<file path="src/rtl/wbcarbiter_if.sv">
// Bus bundle for the Wishbone classic N-to-1 arbiter. Per-master signals are
// packed and concatenated, and master m occupies slice m.
interface wbcarbiter_if #(
  parameter int NM = 4,
  parameter int AW = 32,
  parameter int DW = 32,
  parameter int SW = DW / 8
);
  logic [NM-1:0]    i_mcyc;
  logic [NM-1:0]    i_mstb;
  logic [NM-1:0]    i_mwe;
  logic [NM*AW-1:0] i_maddr;
  logic [NM*DW-1:0] i_mdata;
  logic [NM*SW-1:0] i_msel;
  logic [NM-1:0]    o_mack;
  logic [NM*DW-1:0] o_mdata;
  logic [NM-1:0]    o_merr;

  logic             o_scyc;
  logic             o_sstb;
  logic             o_swe;
  logic [AW-1:0]    o_saddr;
  logic [DW-1:0]    o_sdata;
  logic [SW-1:0]    o_ssel;
  logic             i_sack;
  logic             i_serr;
  logic [DW-1:0]    i_sdata;

  // Environment side: drives the masters' requests and the slave's responses.
  modport master (
    output i_mcyc, i_mstb, i_mwe, i_maddr, i_mdata, i_msel,
    output i_sack, i_serr, i_sdata,
    input  o_mack, o_mdata, o_merr,
    input  o_scyc, o_sstb, o_swe, o_saddr, o_sdata, o_ssel
  );

  // Arbiter side.
  modport slave (
    input  i_mcyc, i_mstb, i_mwe, i_maddr, i_mdata, i_msel,
    input  i_sack, i_serr, i_sdata,
    output o_mack, o_mdata, o_merr,
    output o_scyc, o_sstb, o_swe, o_saddr, o_sdata, o_ssel
  );
endinterface

</file>
<file path="src/rtl/wbcarbiter.sv">
// Wishbone classic arbiter: round-robin grant of NM masters onto one slave,
// bus locked for the whole cyc, with a stalled-strobe watchdog.
module wbcarbiter #(
  parameter int NM      = 4,
  parameter int AW      = 32,
  parameter int DW      = 32,
  parameter int SW      = DW / 8,
  parameter int TIMEOUT = 255
) (
  input  logic         i_clk,
  input  logic         i_reset,
  wbcarbiter_if.slave  bus
);

  localparam int          GW  = (NM > 1) ? $clog2(NM) : 1;
  localparam int          WW  = (TIMEOUT > 0) ? $clog2(TIMEOUT + 1) : 1;
  localparam int unsigned NMU = NM;

  typedef enum logic {IDLE, GRANT} state_t;

  state_t         state;
  logic [GW-1:0]  g;
  logic [GW-1:0]  last;
  logic [GW-1:0]  next_g;
  logic [GW-1:0]  cand;
  logic           found;
  logic [WW-1:0]  wd;
  logic           wdfire;
  logic           granted;

  logic           sel_cyc;
  logic           sel_stb;
  logic           sel_we;
  logic [AW-1:0]  sel_addr;
  logic [DW-1:0]  sel_data;
  logic [SW-1:0]  sel_sel;

  logic           scyc;
  logic           sstb;
  logic [NM-1:0]  mack;
  logic [NM-1:0]  merr;

  // Round-robin search starting just after the previous owner.
  always_comb begin
    next_g = last;
    found  = 1'b0;
    cand   = '0;
    for (int unsigned i = 1; i <= NMU; i++) begin
      cand = GW'((32'(last) + i) % NMU);
      for (int unsigned m = 0; m < NMU; m++) begin
        if (!found && cand == GW'(m) && bus.i_mcyc[m]) begin
          found  = 1'b1;
          next_g = cand;
        end
      end
    end
  end

  always_comb begin
    sel_cyc  = 1'b0;
    sel_stb  = 1'b0;
    sel_we   = 1'b0;
    sel_addr = '0;
    sel_data = '0;
    sel_sel  = '0;
    for (int unsigned m = 0; m < NMU; m++) begin
      if (g == GW'(m)) begin
        sel_cyc  = bus.i_mcyc[m];
        sel_stb  = bus.i_mstb[m];
        sel_we   = bus.i_mwe[m];
        sel_addr = bus.i_maddr[m*AW +: AW];
        sel_data = bus.i_mdata[m*DW +: DW];
        sel_sel  = bus.i_msel[m*SW +: SW];
      end
    end
  end

  assign granted = (state == GRANT);
  assign wdfire  = (TIMEOUT != 0) && granted && (wd == WW'(TIMEOUT));
  assign scyc    = granted & sel_cyc;
  // Strobe and responses are also gated by cyc so an owner that abandons a
  // cycle mid-strobe never sees a late ack or error.
  assign sstb    = scyc & sel_stb & ~wdfire;

  always_comb begin
    mack = '0;
    merr = '0;
    if (scyc) begin
      for (int unsigned m = 0; m < NMU; m++) begin
        if (g == GW'(m)) begin
          mack[m] = bus.i_sack & ~wdfire;
          merr[m] = (bus.i_serr & ~wdfire) | wdfire;
        end
      end
    end
  end

  assign bus.o_scyc  = scyc;
  assign bus.o_sstb  = sstb;
  assign bus.o_swe   = scyc & sel_we;
  assign bus.o_saddr = scyc ? sel_addr : '0;
  assign bus.o_sdata = scyc ? sel_data : '0;
  assign bus.o_ssel  = scyc ? sel_sel : '0;
  assign bus.o_mack  = mack;
  assign bus.o_merr  = merr;
  assign bus.o_mdata = {NM{bus.i_sdata}};

  always_ff @(posedge i_clk) begin
    if (i_reset) begin
      state <= IDLE;
      g     <= '0;
      last  <= GW'(NM - 1);
      wd    <= '0;
    end else begin
      case (state)
        IDLE: begin
          wd <= '0;
          if (|bus.i_mcyc) begin
            g     <= next_g;
            last  <= next_g;
            state <= GRANT;
          end
        end
        GRANT: begin
          if (!sel_cyc) begin
            state <= IDLE;
            wd    <= '0;
          end else if (TIMEOUT != 0 && sstb && !bus.i_sack && !bus.i_serr) begin
            if (wd != WW'(TIMEOUT))
              wd <= wd + 1'b1;
          end else begin
            wd <= '0;
          end
        end
        default: state <= IDLE;
      endcase
    end
  end

endmodule
</file>
<file path="src/flat_wrapper.sv">
// flat-port wrapper written by rule: the top's interface ports become plain ports
module wbcarbiter_flat 
#(
  parameter int NM      = 4,
  parameter int AW      = 32,
  parameter int DW      = 32,
  parameter int SW      = DW / 8,
  parameter int TIMEOUT = 255
)
  (i_clk, i_reset, bus_i_mcyc, bus_i_mstb, bus_i_mwe, bus_i_maddr, bus_i_mdata, bus_i_msel, bus_i_sack, bus_i_serr, bus_i_sdata, bus_o_mack, bus_o_mdata, bus_o_merr, bus_o_scyc, bus_o_sstb, bus_o_swe, bus_o_saddr, bus_o_sdata, bus_o_ssel);
  wbcarbiter_if #(.NM(NM), .AW(AW), .DW(DW), .SW(SW)) bus_i ();
  input  logic i_clk;
  input  logic i_reset;
  input wire logic [$bits(bus_i.i_mcyc)-1:0] bus_i_mcyc;
  input wire logic [$bits(bus_i.i_mstb)-1:0] bus_i_mstb;
  input wire logic [$bits(bus_i.i_mwe)-1:0] bus_i_mwe;
  input wire logic [$bits(bus_i.i_maddr)-1:0] bus_i_maddr;
  input wire logic [$bits(bus_i.i_mdata)-1:0] bus_i_mdata;
  input wire logic [$bits(bus_i.i_msel)-1:0] bus_i_msel;
  input wire logic [$bits(bus_i.i_sack)-1:0] bus_i_sack;
  input wire logic [$bits(bus_i.i_serr)-1:0] bus_i_serr;
  input wire logic [$bits(bus_i.i_sdata)-1:0] bus_i_sdata;
  output wire logic [$bits(bus_i.o_mack)-1:0] bus_o_mack;
  output wire logic [$bits(bus_i.o_mdata)-1:0] bus_o_mdata;
  output wire logic [$bits(bus_i.o_merr)-1:0] bus_o_merr;
  output wire logic [$bits(bus_i.o_scyc)-1:0] bus_o_scyc;
  output wire logic [$bits(bus_i.o_sstb)-1:0] bus_o_sstb;
  output wire logic [$bits(bus_i.o_swe)-1:0] bus_o_swe;
  output wire logic [$bits(bus_i.o_saddr)-1:0] bus_o_saddr;
  output wire logic [$bits(bus_i.o_sdata)-1:0] bus_o_sdata;
  output wire logic [$bits(bus_i.o_ssel)-1:0] bus_o_ssel;
  assign bus_i.i_mcyc = bus_i_mcyc;
  assign bus_i.i_mstb = bus_i_mstb;
  assign bus_i.i_mwe = bus_i_mwe;
  assign bus_i.i_maddr = bus_i_maddr;
  assign bus_i.i_mdata = bus_i_mdata;
  assign bus_i.i_msel = bus_i_msel;
  assign bus_i.i_sack = bus_i_sack;
  assign bus_i.i_serr = bus_i_serr;
  assign bus_i.i_sdata = bus_i_sdata;
  assign bus_o_mack = bus_i.o_mack;
  assign bus_o_mdata = bus_i.o_mdata;
  assign bus_o_merr = bus_i.o_merr;
  assign bus_o_scyc = bus_i.o_scyc;
  assign bus_o_sstb = bus_i.o_sstb;
  assign bus_o_swe = bus_i.o_swe;
  assign bus_o_saddr = bus_i.o_saddr;
  assign bus_o_sdata = bus_i.o_sdata;
  assign bus_o_ssel = bus_i.o_ssel;
  wbcarbiter #(.NM(NM), .AW(AW), .DW(DW), .SW(SW), .TIMEOUT(TIMEOUT)) u_core (.i_clk(i_clk), .i_reset(i_reset), .bus(bus_i));
endmodule
</file>
<file path="config.mk">
export PLATFORM = sky130hd
export DESIGN_NAME = wbcarbiter_flat
export DESIGN_NICKNAME = d
export VERILOG_FILES = /design/src/rtl/wbcarbiter_if.sv /design/src/rtl/wbcarbiter.sv /design/src/flat_wrapper.sv
export SDC_FILE = /design/constraint.sdc
export NUM_CORES = 1
export LEC_CHECK = 0
export BUFFER_PORTS_ARGS = -buffer_cell sky130_fd_sc_hd__buf_2
export CORE_AREA = 5 5 201 203
export CTS_BUF_LIST = sky130_fd_sc_hd__clkbuf_8
export CTS_CLUSTER_DIAMETER = 100
export DETAILED_ROUTE_END_ITERATION = 7
export DIE_AREA = 0 0 206 208
export GPL_TIMING_DRIVEN = 0
export PLACE_DENSITY = 0.44
export SLEW_MARGIN = 20
export SYNTH_ARGS = -nofsm -noshare
export SYNTH_HDL_FRONTEND = slang
export SYNTH_SLANG_ARGS = --single-unit
</file>
<file path="constraint.sdc">
create_clock -name i_clk -period 2.4 [get_ports i_clk]
set_input_delay 0.48 -clock i_clk [delete_from_list [all_inputs] [get_ports i_clk]]
set_output_delay 0.48 -clock i_clk [all_outputs]
set_load 0.02 [all_outputs]
</file>
=== Word level (Yosys, flattened, before mapping) ===
Cells that the tools add are included.

* Bits in registers: 13
* Input port bits: 320
* Output and inout port bits: 207

* Add/subtract/negate cells: 5
* Equal/unequal tests: 18
* Muxes and demuxes: 75
* Bitwise operators: 9
* Reduce and logical (&&, ||, !) cells: 58

{| class="wikitable"
|+ Operator list
! kind !! number
|-
| two-way mux 32 bit || 10
|-
| two-way mux 1 bit || 37
|-
| logical AND 1 bit || 34
|-
| two-way mux 2 bit || 16
|-
| two-way mux 4 bit || 7
|-
| two-way mux 8 bit || 3
|-
| equality test 2 bit (second input constant) || 10
|-
| logical NOT 1 bit || 17
|-
| case mux 8 bit (2 select lines) || 1
|-
| equality test 2 x 1 -> 1 bit (second input constant) || 5
|-
| logical NOT 2 bit || 5
|-
| adder 8 x 1 -> 8 bit (second input constant) || 1
|-
| equality test 8 bit (second input constant) || 1
|-
| inequality test 8 bit (second input constant) || 1
|-
| AND 1 bit || 6
|-
| adder 2 x 1 -> 2 bit (second input constant) || 2
|-
| adder 2 bit (second input constant) || 2
|-
| inequality test 4 bit (second input constant) || 1
|-
| OR reduction 4 bit || 1
|-
| NOT 1 bit || 2
|-
| case mux 1 bit (2 select lines) || 1
|-
| AND reduction 2 bit || 1
|-
| bitwise OR 1 bit || 1
|}

=== Longest topological paths before layout ===
Gate-level depths: netlist of the first run.

* Word-level depth: 64
* Depth in mapped cells: 7
* Depth with buffers taken out: 7

=== Worst setup path after synthesis of the first run ===
Ideal clock, no wire load.

* Kind: register to output
* Start: register u_core.g[1]
* End: output port bus_o_mack[3]
* Data arrival time: 1.771 ns
* Required time: 1.920 ns
* Setup slack: 0.149 ns
* Stages on the path, launching flop included: 7
* Path through: dfxtp_1 > buf_4 > mux2_1 > o221a_2 > o21ai_2 > buf_2 > nor4b_1

* Cells in the longest elaborated chain, start to end: 7
* Elaborated cells on any way between the ends: 11
* Classes of those cells: eq/ne: 3; mux: 6; bitwise: 1; reduce/logical: 1

{| class="wikitable"
|+ Ends and longest elaborated chain
! what !! line !! text
|-
| start, declared || wbcarbiter.sv:22 || <nowiki>logic [GW-1:0] g;</nowiki>
|-
| start signal, assigned || wbcarbiter.sv:119 || <nowiki>g <= next_g;</nowiki>
|-
| logical NOT 2 bit || wbcarbiter.sv:67 || <nowiki>if (g == GW'(m)) begin</nowiki>
|-
| two-way mux 1 bit (4 in series) || wbcarbiter.sv:67 ||
|-
| AND 1 bit || wbcarbiter.sv:80 || <nowiki>assign scyc = granted & sel_cyc;</nowiki>
|-
| two-way mux 4 bit (*) || wbcarbiter.sv:88 || <nowiki>if (scyc) begin</nowiki>
|-
| end, declared || flat_wrapper.sv:23 || <nowiki>output wire logic [$bits(bus_i.o_mack)-1:0] bus_o_mack;</nowiki>
|}

Mark *: on every way between the ends. The rest lies on a longest branch, timed or not.

=== Final worst setup path of the first run ===
* Start: register u_core.g[1]
* End: output port bus_o_saddr[3]

* Cells in the longest elaborated chain, start to end: 7
* Elaborated cells on any way between the ends: 14
* Classes of those cells: eq/ne: 3; mux: 9; bitwise: 1; reduce/logical: 1

{| class="wikitable"
|+ Ends and longest elaborated chain
! what !! line !! text
|-
| logical NOT 2 bit || wbcarbiter.sv:67 ||
|-
| two-way mux 1 bit (4 in series) || wbcarbiter.sv:67 ||
|-
| AND 1 bit || wbcarbiter.sv:80 ||
|-
| two-way mux 32 bit (*) || wbcarbiter.sv:101 || <nowiki>assign bus.o_saddr = scyc ? sel_addr : '0;</nowiki>
|-
| end, declared || flat_wrapper.sv:29 || <nowiki>output wire logic [$bits(bus_i.o_saddr)-1:0] bus_o_saddr;</nowiki>
|}

Marks and branches as above.

==> results of run 1 <==
-- layout by cell type (no fill, tap or decap), drive strengths merged, types with 6 or more instances in the layout --
cell    count
buf       661
nand2       9
inv         6
a21oi       6
a22oi       6
nor2b      70
nor2       11
clkbuf     15
mux4       70
nor3        7
dfxtp      13
-- per-stage QoR --
stage                     hold WS, ns  area [µm²]  total power (µW)  setup slack (ns)
final                           0.497        8330              6500           -0.0363
after global routing            0.522        8330              6890            -0.104
after CTS                       0.502        7770              5950           -0.0971
after detailed placement        0.524        7180              5000            -0.366
after global placement          0.507        7180              5020            -0.355
after floorplan                 0.479        4060              3540             0.149
-- cells by family (layout without fill, tap and decap cells) --
logic type               count (synthesis)  count (layout)  share of synthesized area (%)
AO/OA/AOI/OAI                           28              28                           4.96
XOR/XNOR                                 5               5                           1.08
adder cells (fa/ha/maj)                  5               5                           1.54
buffers and inverters                  160             682                           28.8
flip-flops                              13              13                           6.41
multiplexers                            72              72                           39.4
other                                    0               2                              0
AND/OR/NAND/NOR                        118             118                           17.9
-- layout make-up --
type | instances | area share (%)
Timing Repair Buffer | 520 | 38.0
Multi-Input combinational cell | 228 | 34.9
Buffer | 153 | 15.3
Tap cell | 518 | 7.78
Sequential cell | 13 | 3.20
Clock buffer | 3 | 0.495
Inverter | 5 | 0.225
Antenna cell | 2 | 0.0601
Clock inverter | 1 | 0.0450
-- layer usage --
| metal | global-route usage (%) | wire length [µm] | vias up |
|---|---|---|---|
| li1 | - | - | 2395 |
| met1 | 12.3 | 9780 | 2494 |
| met2 | 21.5 | 14400 | 262 |
| met3 | 1.39 | 1860 | 32 |
| met4 | 3.24 | 903 | 2 |
| met5 | 0 | 13 | - |
-- state kept, by name (all words and copies together), names as in the netlist --
signal	cells
u_core.granted	1
u_core.last	2
u_core.g	2
u_core.wd	8
-- path summary, 6_finish.rpt --
path                                                  start                          end  slack (ns)
worst max-delay path               u_core.g[1]$_SDFFE_PP0P_               bus_o_saddr[3]       -0.04
worst min-delay path                                i_reset    u_core.granted$_SDFF_PP0_        0.50
worst max register to register  u_core.last[0]$_SDFFE_PP1P_  u_core.last[0]$_SDFFE_PP1P_        0.35
worst min register to register    u_core.wd[3]$_SDFFE_PP0P_    u_core.wd[3]$_SDFFE_PP0P_        0.54
-- power groups by stage --
| stage | combinational (µW) | clock [µW] | sequential, µW |
|---|---|---|---|
| final | 5990 | 197 | 317 |
| after global routing | 6350 | 211 | 327 |
| after CTS | 5460 | 201 | 294 |
| after detailed placement | 4710 | 0 | 292 |
| after global placement | 4730 | 0 | 292 |
| after floorplan | 3260 | 0 | 282 |
-- cell usage after synthesis (5+ instances only) --
cell	number
sky130_fd_sc_hd__ha_1	5
sky130_fd_sc_hd__nor2_1	10
sky130_fd_sc_hd__nand2_1	9
sky130_fd_sc_hd__inv_1	5
sky130_fd_sc_hd__nor3_1	7
sky130_fd_sc_hd__buf_4	135
sky130_fd_sc_hd__dfxtp_1	13
sky130_fd_sc_hd__buf_6	7
sky130_fd_sc_hd__a21oi_1	6
sky130_fd_sc_hd__buf_2	6
sky130_fd_sc_hd__nor2b_1	70
sky130_fd_sc_hd__a22oi_1	6
sky130_fd_sc_hd__mux4_2	70
sky130_fd_sc_hd__clkbuf_1	7
-- worst reg2reg max path, stage by stage, from the launching register on --
cell	delay (ns)
sky130_fd_sc_hd__dfxtp_1	0.46
sky130_fd_sc_hd__inv_1	0.10
sky130_fd_sc_hd__ha_1	0.26
sky130_fd_sc_hd__a22oi_1	0.34
sky130_fd_sc_hd__nand2_1	0.10
sky130_fd_sc_hd__a21oi_1	0.26
sky130_fd_sc_hd__nor3_1	0.08
sky130_fd_sc_hd__or3b_1	0.34
-- repair_timing --
item,CTS,global route
cloned,2,4
hold endpoints to repair,0,0
setup endpoints to repair,78,73
buffers inserted,14,6
gates resized for setup,116,116
pin swaps,3,2
==> summary.log, run 1 <==
INFO  layout         regArea=267µm²
INFO  synth          unique_masters_post_synth=44
INFO  routing        drt_drc_violations_left=0
INFO  layout         area_occupied_by_multi_input_gates=2910µm²
INFO  grt            first_global_vias=5292
INFO  grt            number_of_antenna_violations_at_the_first_check_in_global_routing=7
INFO  worst_setup_path element_type_at_the_critical_path_start=flip-flop
INFO  timing         layout_setup_ws=-0.0363ns
INFO  grt            grt_first_pass_wirelength=35.6mm
INFO  synth          yosys_warnings=0
INFO  synth          synth.avg_cell_area=10.1µm²
INFO  synth          number_of_register_bits_inferred_by_synthesis=13
INFO  synth          ys_async_sr_fraction=0%
INFO  routing        dr_total_vias=5185
INFO  layout         layout-drive-gt1-share=86.2%
INFO  worst_setup_path crit_path_capture_type=primary output
INFO  clock_network  cts_inserted_buffers=3
INFO  floorplan      die_height=208µm
INFO  clock_network  clock_tree_from_tritoncts=built
INFO  timing         setup-tns-final=-0.513ns
INFO  outcome        failed_checks=negative setup slack
INFO  power_and_ir_drop p_comb_share=92.1%
INFO  clock_network  post_cts_hold_buffer_count=0
INFO  worst_hold_path worstHoldPathType=in2reg
INFO  worst_setup_path path_max_fanout=6
INFO  floorplan      die-area=42800µm²
INFO  synth          post_synth_instance_area=4060µm²
INFO  timing         hold_violation_total_from_the_final_report=0
INFO  timing         worst_slew_margin_relative_to_its_limit=74.5%
INFO  layout         finish.net_count=1249
INFO  routing        viasPerCell=3.59
INFO  timing         worst_pin_slew=0.382ns
INFO  worst_setup_path worst_r2r_path_depth=7
INFO  timing         setup_viol_count_final=32
INFO  worst_setup_path critical_path.most_common_cell=sky130_fd_sc_hd__buf_12
INFO  power_and_ir_drop ir_worst_vdd=0.000410V
INFO  flow_run       max-cap-violations=0
INFO  grt            globalRouteTotalUtil=11.1%
INFO  power_and_ir_drop sw_frac_of_total=43.8%
INFO  synth          synth_top_cell_area_share=38.8%
INFO  synth          syn_nets=726
INFO  floorplan      initial_core_util=10.6%
INFO  worst_setup_path worstSetupPathDepth=8
INFO  synth          synthesis.instances=401
INFO  layout         syn2layout_area_growth=105%
INFO  clock_network  clock-root-buffer=sky130_fd_sc_hd__clkbuf_8
INFO  outcome        status=finished with violations
INFO  place          finalWeightedCongestion=0.844
INFO  layout         fillers=4268
INFO  clock_network  clockBufferDepth=2
INFO  place          placed_cells_incl_taps=1413
INFO  place          detailedPlacementHpwl=23.5mm
INFO  routing        final_antenna_net_count=0
INFO  power_and_ir_drop netSwitchingPower=2850µW
INFO  timing         maxClockFrequency=0.410GHz
INFO  worst_setup_path critical-path-max-stage-delay=0.39ns
INFO  timing         report.final.slew_viol_count=0
INFO  timing         period_minus_slack=2.44ns
INFO  floorplan      std_cell_rows=72
INFO  power_and_ir_drop power.share.sequential=4.9%
INFO  timing         timing.clock.skew=0.00242ns
INFO  clock_network  ctsHtreeMaxLevel=1
INFO  clock_network  tritoncts_num_sinks=13
INFO  place          port-buffer-count=494
INFO  worst_setup_path critical_path.n_buffers_inverters=4
INFO  grt            grt_overflow=0
INFO  timing         min_period_over_period=102%
INFO  power_and_ir_drop powerDensity=780nW/µm²
INFO  synth          synthFlopType=sky130_fd_sc_hd__dfxtp_1
INFO  worst_setup_path critPathTopFamily=buffers and inverters
INFO  floorplan      top_level_ports=527
INFO  grt            maximum_number_of_pins_on_one_net_before_global_route_repair=11
INFO  timing         setup_repair_after_global_routing_missed_its_margin=true
INFO  routing        routed_wl=27.0mm
INFO  worst_setup_path worstPathArrival=1.96ns
INFO  power_and_ir_drop p_clk_share=3.0%
INFO  routing        avgRoutedWirePerCell=18.7µm
INFO  synth          netlist_top_cells_area=sky130_fd_sc_hd__mux4_2 39%, sky130_fd_sc_hd__buf_4 25%, sky130_fd_sc_hd__nor2b_1 11%, sky130_fd_sc_hd__dfxtp_1 6.4%, sky130_fd_sc_hd__buf_6 1.9%
INFO  power_and_ir_drop power.internal=3650µW
INFO  worst_setup_path timing.setup.critical_path_class=reg2out
INFO  worst_setup_path critical_path.slowest_cell=sky130_fd_sc_hd__dfxtp_4
INFO  clock_network  cts.clk_slew.worst_paths=0.06ns
INFO  floorplan      die_x=206µm
INFO  floorplan      core_region_area=38300µm²
INFO  synth          synth_enable_flop_cells=0
INFO  worst_setup_path worstPathRequired=1.92ns
INFO  layout         layout.core_utilization=21.8%
INFO  worst_hold_path hold-path-cell-count=2
INFO  routing        drt_pass_1_iters=4
INFO  clock_network  clock_insertion_delay_worst_skew=0.24ns
INFO  worst_setup_path critical_path_cell_by_cell=mux2_4, o221a_4, o21ai_4, buf_12, buf_12, clkbuf_16, nor2b_1, buf_2
INFO  synth          synth-seq-area-share=6.41%
INFO  layout         layout.cells.non_filler=1443
INFO  routing        first_iter_violations=197
INFO  power_and_ir_drop power.leakage=0.00413µW
INFO  synth          cell_type_with_the_largest_total_area_after_synthesis=sky130_fd_sc_hd__mux4_2
No activity file was read; power rests on OpenSTA's default activity.
==> run 2, diff against run 1 <==
--- a/config.mk
+++ b/config.mk
@@ -6,13 +6,13 @@
 export NUM_CORES = 1
 export LEC_CHECK = 0
 export BUFFER_PORTS_ARGS = -buffer_cell sky130_fd_sc_hd__buf_2
-export CORE_AREA = 5 5 201 203
+export CORE_AREA = 3 3 205 207
 export CTS_BUF_LIST = sky130_fd_sc_hd__clkbuf_8
 export CTS_CLUSTER_DIAMETER = 100
 export DETAILED_ROUTE_END_ITERATION = 7
-export DIE_AREA = 0 0 206 208
+export DIE_AREA = 0 0 208 210
 export GPL_TIMING_DRIVEN = 0
-export PLACE_DENSITY = 0.44
+export PLACE_DENSITY = 0.42
 export SLEW_MARGIN = 20
 export SYNTH_ARGS = -nofsm -noshare
 export SYNTH_HDL_FRONTEND = slang
==> summary.log, run 2 (same netlist as run 1, synthesis figures left out) <==
INFO  outcome        status=finished with violations
INFO  outcome        failed_checks=negative setup slack
INFO  timing         fin_hold_ws=0.513ns
INFO  flow_run       max-cap-violations=0
INFO  floorplan      die_height=210µm
INFO  timing         hold_violation_total_from_the_final_report=0
INFO  floorplan      initial_core_util=10.0%
INFO  routing        first_iter_violations=171
INFO  worst_setup_path worstPathRequired=1.92ns
INFO  place          detailedPlacementHpwl=22.5mm
INFO  clock_network  cts_inserted_buffers=3
INFO  clock_network  post_cts_hold_buffer_count=0
INFO  power_and_ir_drop netSwitchingPower=2800µW
INFO  routing        dr_total_vias=5190
INFO  routing        avgRoutedWirePerCell=17.8µm
INFO  power_and_ir_drop power.internal=3410µW
INFO  worst_setup_path worstPathArrival=1.98ns
INFO  routing        final_antenna_net_count=0
INFO  routing        viasPerCell=3.57
INFO  clock_network  tritoncts_num_sinks=13
INFO  worst_hold_path worstHoldPathType=in2reg
INFO  timing         worst_pin_slew=0.372ns
INFO  power_and_ir_drop power.share.sequential=4.8%
INFO  clock_network  clock_tree_from_tritoncts=built
INFO  layout         layout.cells.non_filler=1452
INFO  layout         layout-drive-gt1-share=84.1%
INFO  routing        routed_wl=25.9mm
INFO  timing         timing.clock.skew=0.000602ns
INFO  grt            grt_overflow=0
INFO  clock_network  ctsHtreeMaxLevel=1
INFO  timing         period_minus_slack=2.46ns
INFO  power_and_ir_drop sw_frac_of_total=45.1%
INFO  floorplan      core_region_area=40600µm²
INFO  routing        drt_pass_1_iters=4
INFO  layout         largest_reg_flops=8
INFO  worst_setup_path path_max_fanout=10
INFO  floorplan      top_level_ports=527
INFO  layout         registers.top_by_ff_count=u_core.wd
INFO  clock_network  clockBufferDepth=2
INFO  layout         largestRegisters=u_core.wd: 8 flops, u_core.g: 2 flops, u_core.last: 2 flops
INFO  timing         maxClockFrequency=0.407GHz
INFO  layout         finish.net_count=1242
INFO  worst_setup_path timing.setup.critical_path_class=reg2out
INFO  place          finalWeightedCongestion=0.904
INFO  floorplan      std_cell_rows=74
INFO  worst_setup_path crit_path_capture_type=primary output
INFO  grt            globalRouteTotalUtil=10.7%
INFO  timing         layout_setup_ws=-0.0596ns
INFO  clock_network  cts.clk_slew.worst_paths=0.06ns
INFO  floorplan      die_x=208µm
INFO  timing         setup_viol_count_final=45
INFO  worst_setup_path element_type_at_the_critical_path_start=flip-flop
INFO  timing         report.final.slew_viol_count=0
INFO  grt            grt_first_pass_wirelength=35.2mm
INFO  layout         mostFrequentLayoutCell=sky130_fd_sc_hd__buf_2
INFO  layout         commonest_cells_after_routing_fill_and_taps_aside=458 x sky130_fd_sc_hd__buf_2, 160 x sky130_fd_sc_hd__buf_4, 70 x sky130_fd_sc_hd__mux4_2
INFO  power_and_ir_drop p_comb_share=92.0%
INFO  timing         worst_slew_margin_relative_to_its_limit=75.2%
INFO  timing         setup_repair_after_global_routing_missed_its_margin=true
INFO  clock_network  clock-root-buffer=sky130_fd_sc_hd__clkbuf_8
INFO  grt            maximum_number_of_pins_on_one_net_before_global_route_repair=11
INFO  place          placed_cells_incl_taps=1427
INFO  power_and_ir_drop power.leakage=0.00398µW
INFO  routing        drt_drc_violations_left=0
INFO  layout         syn2layout_area_growth=96.6%
INFO  power_and_ir_drop p_clk_share=3.1%
INFO  place          dpl_worst_slack=-0.405ns
INFO  timing         min_period_over_period=102%
INFO  floorplan      die-area=43700µm²
INFO  power_and_ir_drop powerDensity=779nW/µm²
INFO  place          port-buffer-count=494
INFO  clock_network  clock_insertion_delay_worst_skew=0.24ns
INFO  grt            number_of_antenna_violations_at_the_first_check_in_global_routing=6
INFO  grt            first_global_vias=5179
INFO  power_and_ir_drop ir_worst_vdd=0.000421V
==> run 2: changes by cell type in the layout (fill, tap and decap cells not counted), sizes merged <==
cell	before	now
clkbuf	15	11
buf	661	658
diode	2	4
==> run 2: worst paths after layout <==
kind	slack, ns	depth (start not counted)	from	end
worst max-delay path	-0.06	8	u_core.g[1]$_SDFFE_PP0P_	bus_o_sdata[22]
worst max register to register	0.34	7	u_core.last[0]$_SDFFE_PP1P_	u_core.last[0]$_SDFFE_PP1P_
worst min register to register	0.55	2	u_core.wd[1]$_SDFFE_PP0P_	u_core.wd[1]$_SDFFE_PP0P_
worst min-delay path	0.51	2	i_reset	u_core.granted$_SDFF_PP0_
==> run 2: repair_timing <==
item / 4_1_cts / 5_1_grt
buffers inserted: 12 / 1
gates cloned: 4 / 1
gates resized for setup: 102 / 48
pin swaps: 1 / 0
endpoints found under the setup margin: 78 / 74
==> run 2: cell type report <==
| class | instances | area (µm²) |
|---|---|---|
| Tap cell | 532 | 666 |
| Inverter | 5 | 18.8 |
| Timing Repair Buffer | 511 | 2870 |
| Multi-Input combinational cell | 228 | 2790 |
| Clock inverter | 1 | 3.75 |
| Clock buffer | 3 | 41.3 |
| Buffer | 155 | 1320 |
| Fill cell | 4578 | 32600 |
| Antenna cell | 4 | 10.0 |
| Sequential cell | 13 | 264 |
==> run 2: power by group through the flow <==
stage	clock network, µW	logic, µW	registers [µW]
global placement	0	4810	293
finish	195	5720	301
global route	207	6130	306
detailed placement	0	4790	292
CTS	206	5650	298
floorplan	0	3260	282
==> run 2: worst max-delay path, cell delays in order, from the launching register on <==
cell	delay (ns)
sky130_fd_sc_hd__dfxtp_2	0.32
sky130_fd_sc_hd__buf_6	0.13
sky130_fd_sc_hd__mux2_4	0.30
sky130_fd_sc_hd__o221a_4	0.27
sky130_fd_sc_hd__o21ai_4	0.10
sky130_fd_sc_hd__buf_12	0.20
sky130_fd_sc_hd__buf_8	0.15
sky130_fd_sc_hd__nor2b_1	0.07
sky130_fd_sc_hd__buf_4	0.17
==> run 2: routing by layer <==
layer  GRT usage, %  share of wire (%)  up-vias
li1               -                  -     2392
met3           1.46                5.9       24
met5              0                  0        -
met2           19.7                 53      284
met4           4.02                3.3        0
met1           12.7                 38     2490
==> run 2: metrics by stage <==
| stage | power [µW] | util [%] | area (µm²) | setup TNS (ns) |
|---|---|---|---|---|
| after floorplan | 3540 | - | 4060 | 0 |
| after global placement | 5100 | 17.7 | 7200 | -19.11 |
| after detailed placement | 5080 | 17.7 | 7200 | -19.33 |
| after CTS | 6150 | 19.2 | 7780 | -3.95 |
| after global routing | 6650 | 19.7 | 7980 | -6.29 |
| final | 6220 | 19.7 | 7980 | -1.25 |
==> run 3, diff against run 2 <==
--- a/config.mk
+++ b/config.mk
@@ -6,13 +6,16 @@
 export NUM_CORES = 1
 export LEC_CHECK = 0
 export BUFFER_PORTS_ARGS = -buffer_cell sky130_fd_sc_hd__buf_2
-export CORE_AREA = 3 3 205 207
+export CELL_PAD_IN_SITES_DETAIL_PLACEMENT = 1
+export CELL_PAD_IN_SITES_GLOBAL_PLACEMENT = 2
+export CORE_AREA = 3 3 201 203
 export CTS_BUF_LIST = sky130_fd_sc_hd__clkbuf_8
 export CTS_CLUSTER_DIAMETER = 100
 export DETAILED_ROUTE_END_ITERATION = 7
-export DIE_AREA = 0 0 208 210
+export DIE_AREA = 0 0 204 206
 export GPL_TIMING_DRIVEN = 0
-export PLACE_DENSITY = 0.42
+export PLACE_DENSITY = 0.69
+export RECOVER_POWER = 25
 export SLEW_MARGIN = 20
 export SYNTH_ARGS = -nofsm -noshare
 export SYNTH_HDL_FRONTEND = slang
==> summary.log, run 3 (same netlist as run 1, synthesis figures left out) <==
INFO  clock_network  clockBufferDepth=2
INFO  grt            grt_first_pass_wirelength=37.3mm
INFO  floorplan      std_cell_rows=72
INFO  layout         largestRegisters=u_core.wd: 8 flops, u_core.g: 2 flops, u_core.last: 2 flops
INFO  floorplan      die_x=204µm
INFO  timing         hold_violation_total_from_the_final_report=0
INFO  timing         setup_repair_after_global_routing_missed_its_margin=true
INFO  layout         area_occupied_by_multi_input_gates=2850µm²
INFO  timing         setup_viol_count_final=43
INFO  floorplan      top_level_ports=527
INFO  grt            number_of_antenna_violations_at_the_first_check_in_global_routing=3
INFO  timing         timing.clock.skew=0.00191ns
INFO  outcome        status=finished with violations
INFO  layout         commonest_cells_after_routing_fill_and_taps_aside=401 x sky130_fd_sc_hd__buf_2, 170 x sky130_fd_sc_hd__buf_4, 70 x sky130_fd_sc_hd__mux4_2
INFO  grt            maximum_number_of_pins_on_one_net_before_global_route_repair=11
INFO  timing         period_minus_slack=2.47ns
INFO  layout         registers.top_by_ff_count=u_core.wd
INFO  floorplan      initial_core_util=10.5%
INFO  clock_network  cts_inserted_buffers=3
INFO  power_and_ir_drop power.leakage=0.00397µW
INFO  routing        drt_pass_1_iters=4
INFO  clock_network  ctsHtreeMaxLevel=1
INFO  place          port-buffer-count=494
INFO  routing        final_antenna_net_count=0
INFO  floorplan      core_region_area=38600µm²
INFO  worst_setup_path worst_r2r_path_depth=7
INFO  worst_setup_path timing.setup.critical_path_class=reg2out
INFO  layout         layout-drive-gt1-share=81.3%
INFO  outcome        failed_checks=negative setup slack
INFO  timing         fin_hold_ws=0.498ns
INFO  timing         worst_pin_slew=0.392ns
INFO  layout         mostFrequentLayoutCell=sky130_fd_sc_hd__buf_2
INFO  layout         fillers=4679
INFO  floorplan      die-area=42000µm²
INFO  worst_setup_path path_max_fanout=10
INFO  worst_setup_path element_type_at_the_critical_path_start=flip-flop
INFO  layout         largest_reg_flops=8
INFO  timing         layout_setup_ws=-0.0678ns
INFO  layout         regArea=264µm²
INFO  clock_network  tritoncts_num_sinks=13
INFO  timing         report.final.slew_viol_count=0
INFO  power_and_ir_drop powerDensity=818nW/µm²
INFO  layout         syn2layout_area_growth=102%
INFO  layout         layout.core_utilization=21.2%
INFO  grt            first_global_vias=5481
INFO  worst_setup_path worstPathArrival=1.99ns
INFO  routing        viasPerCell=3.66
INFO  layout         layout.cells.non_filler=1438
INFO  floorplan      die_height=206µm
INFO  layout         finish.net_count=1245
INFO  grt            globalRouteTotalUtil=12.0%
INFO  timing         min_period_over_period=103%
INFO  place          finalWeightedCongestion=0.866
INFO  clock_network  cts.clk_slew.worst_paths=0.06ns
INFO  routing        avgRoutedWirePerCell=19.9µm
INFO  timing         setup-tns-final=-1.47ns
INFO  worst_setup_path crit_path_capture_type=primary output
INFO  worst_hold_path hold-path-cell-count=2
INFO  worst_hold_path worstHoldPathType=in2reg
INFO  routing        routed_wl=28.7mm
INFO  place          detailedPlacementHpwl=24.8mm
INFO  grt            grt_overflow=0
INFO  routing        dr_total_vias=5262
INFO  flow_run       max-cap-violations=0
INFO  clock_network  clock-root-buffer=sky130_fd_sc_hd__clkbuf_8
INFO  power_and_ir_drop ir_worst_vdd=0.000310V
INFO  clock_network  clock_tree_from_tritoncts=built
INFO  routing        first_iter_violations=166
INFO  routing        drt_drc_violations_left=0
INFO  place          placed_cells_incl_taps=1413
INFO  timing         worst_slew_margin_relative_to_its_limit=73.9%
INFO  timing         maxClockFrequency=0.405GHz
INFO  clock_network  clock_insertion_delay_worst_skew=0.25ns
INFO  worst_setup_path worstPathRequired=1.92ns
## run 3: cell count changes in the layout (fill, tap and decap cells not counted), sizes merged
cell,delta
buf,-36
bufbuf,+1
clkbuf,+38
diode,-3
## run 3: metrics by stage
step,worst slack [ns],cell area (µm²),total power (µW)
2_1_floorplan,0.149,4060,3540
3_3_place_gp,-0.415,7180,5100
3_5_place_dp,-0.415,7180,5100
4_1_cts,-0.0988,7910,6400
5_1_grt,-0.122,8200,7100
6_report,-0.0678,8200,6710
## run 3: final cells by class
type,instances,share of cell area (%)
multi-input cells,228,34.7
diodes,1,0.0305
clock buffers,3,0.503
inverters,5,0.229
clock inverters,1,0.0458
repair buffers,514,37.0
plain buffers,155,16.4
flip-flops and latches,13,3.22
well taps,518,7.90
## run 3: worst paths after layout
kind	start	endpoint	slack [ns]
worst max register to register	u_core.last[1]$_SDFFE_PP1P_	u_core.last[0]$_SDFFE_PP1P_	0.30
worst max-delay path	u_core.g[1]$_SDFFE_PP0P_	bus_o_saddr[1]	-0.07
worst min-delay path	i_reset	u_core.granted$_SDFF_PP0_	0.50
worst min register to register	u_core.wd[1]$_SDFFE_PP0P_	u_core.wd[1]$_SDFFE_PP0P_	0.53
## run 3: worst max-delay path, cell delays in order (launching register included)
cell and delay [ns]:
sky130_fd_sc_hd__dfxtp_2 0.32, sky130_fd_sc_hd__buf_6 0.12, sky130_fd_sc_hd__mux2_4 0.30, sky130_fd_sc_hd__o221a_4 0.28, sky130_fd_sc_hd__o21ai_4 0.11, sky130_fd_sc_hd__buf_12 0.20
sky130_fd_sc_hd__buf_8 0.15, sky130_fd_sc_hd__nor2b_1 0.08, sky130_fd_sc_hd__buf_2 0.17
## run 3: what timing repair did
action / in CTS / in global routing
setup buffers: 10 / 1
cloned: 7 / 3
hold buffers: 0 / 0
setup endpoints to repair: 78 / 74
gates resized for setup: 126 / 76
pin swaps: 1 / 1
## run 3: per-layer routing
layer / wire (µm) / GRT usage [%]
met2: 15400 / 23.1
met5: 0 / 0
met1: 10800 / 14.1
met3: 1730 / 1.53
met4: 687 / 3.00
## run 3: power breakdown
part	internal (µW)	switching, µW	total [µW]
sequential	258	45.1	303
combinational	3390	2820	6210
clock	113	88.9	202
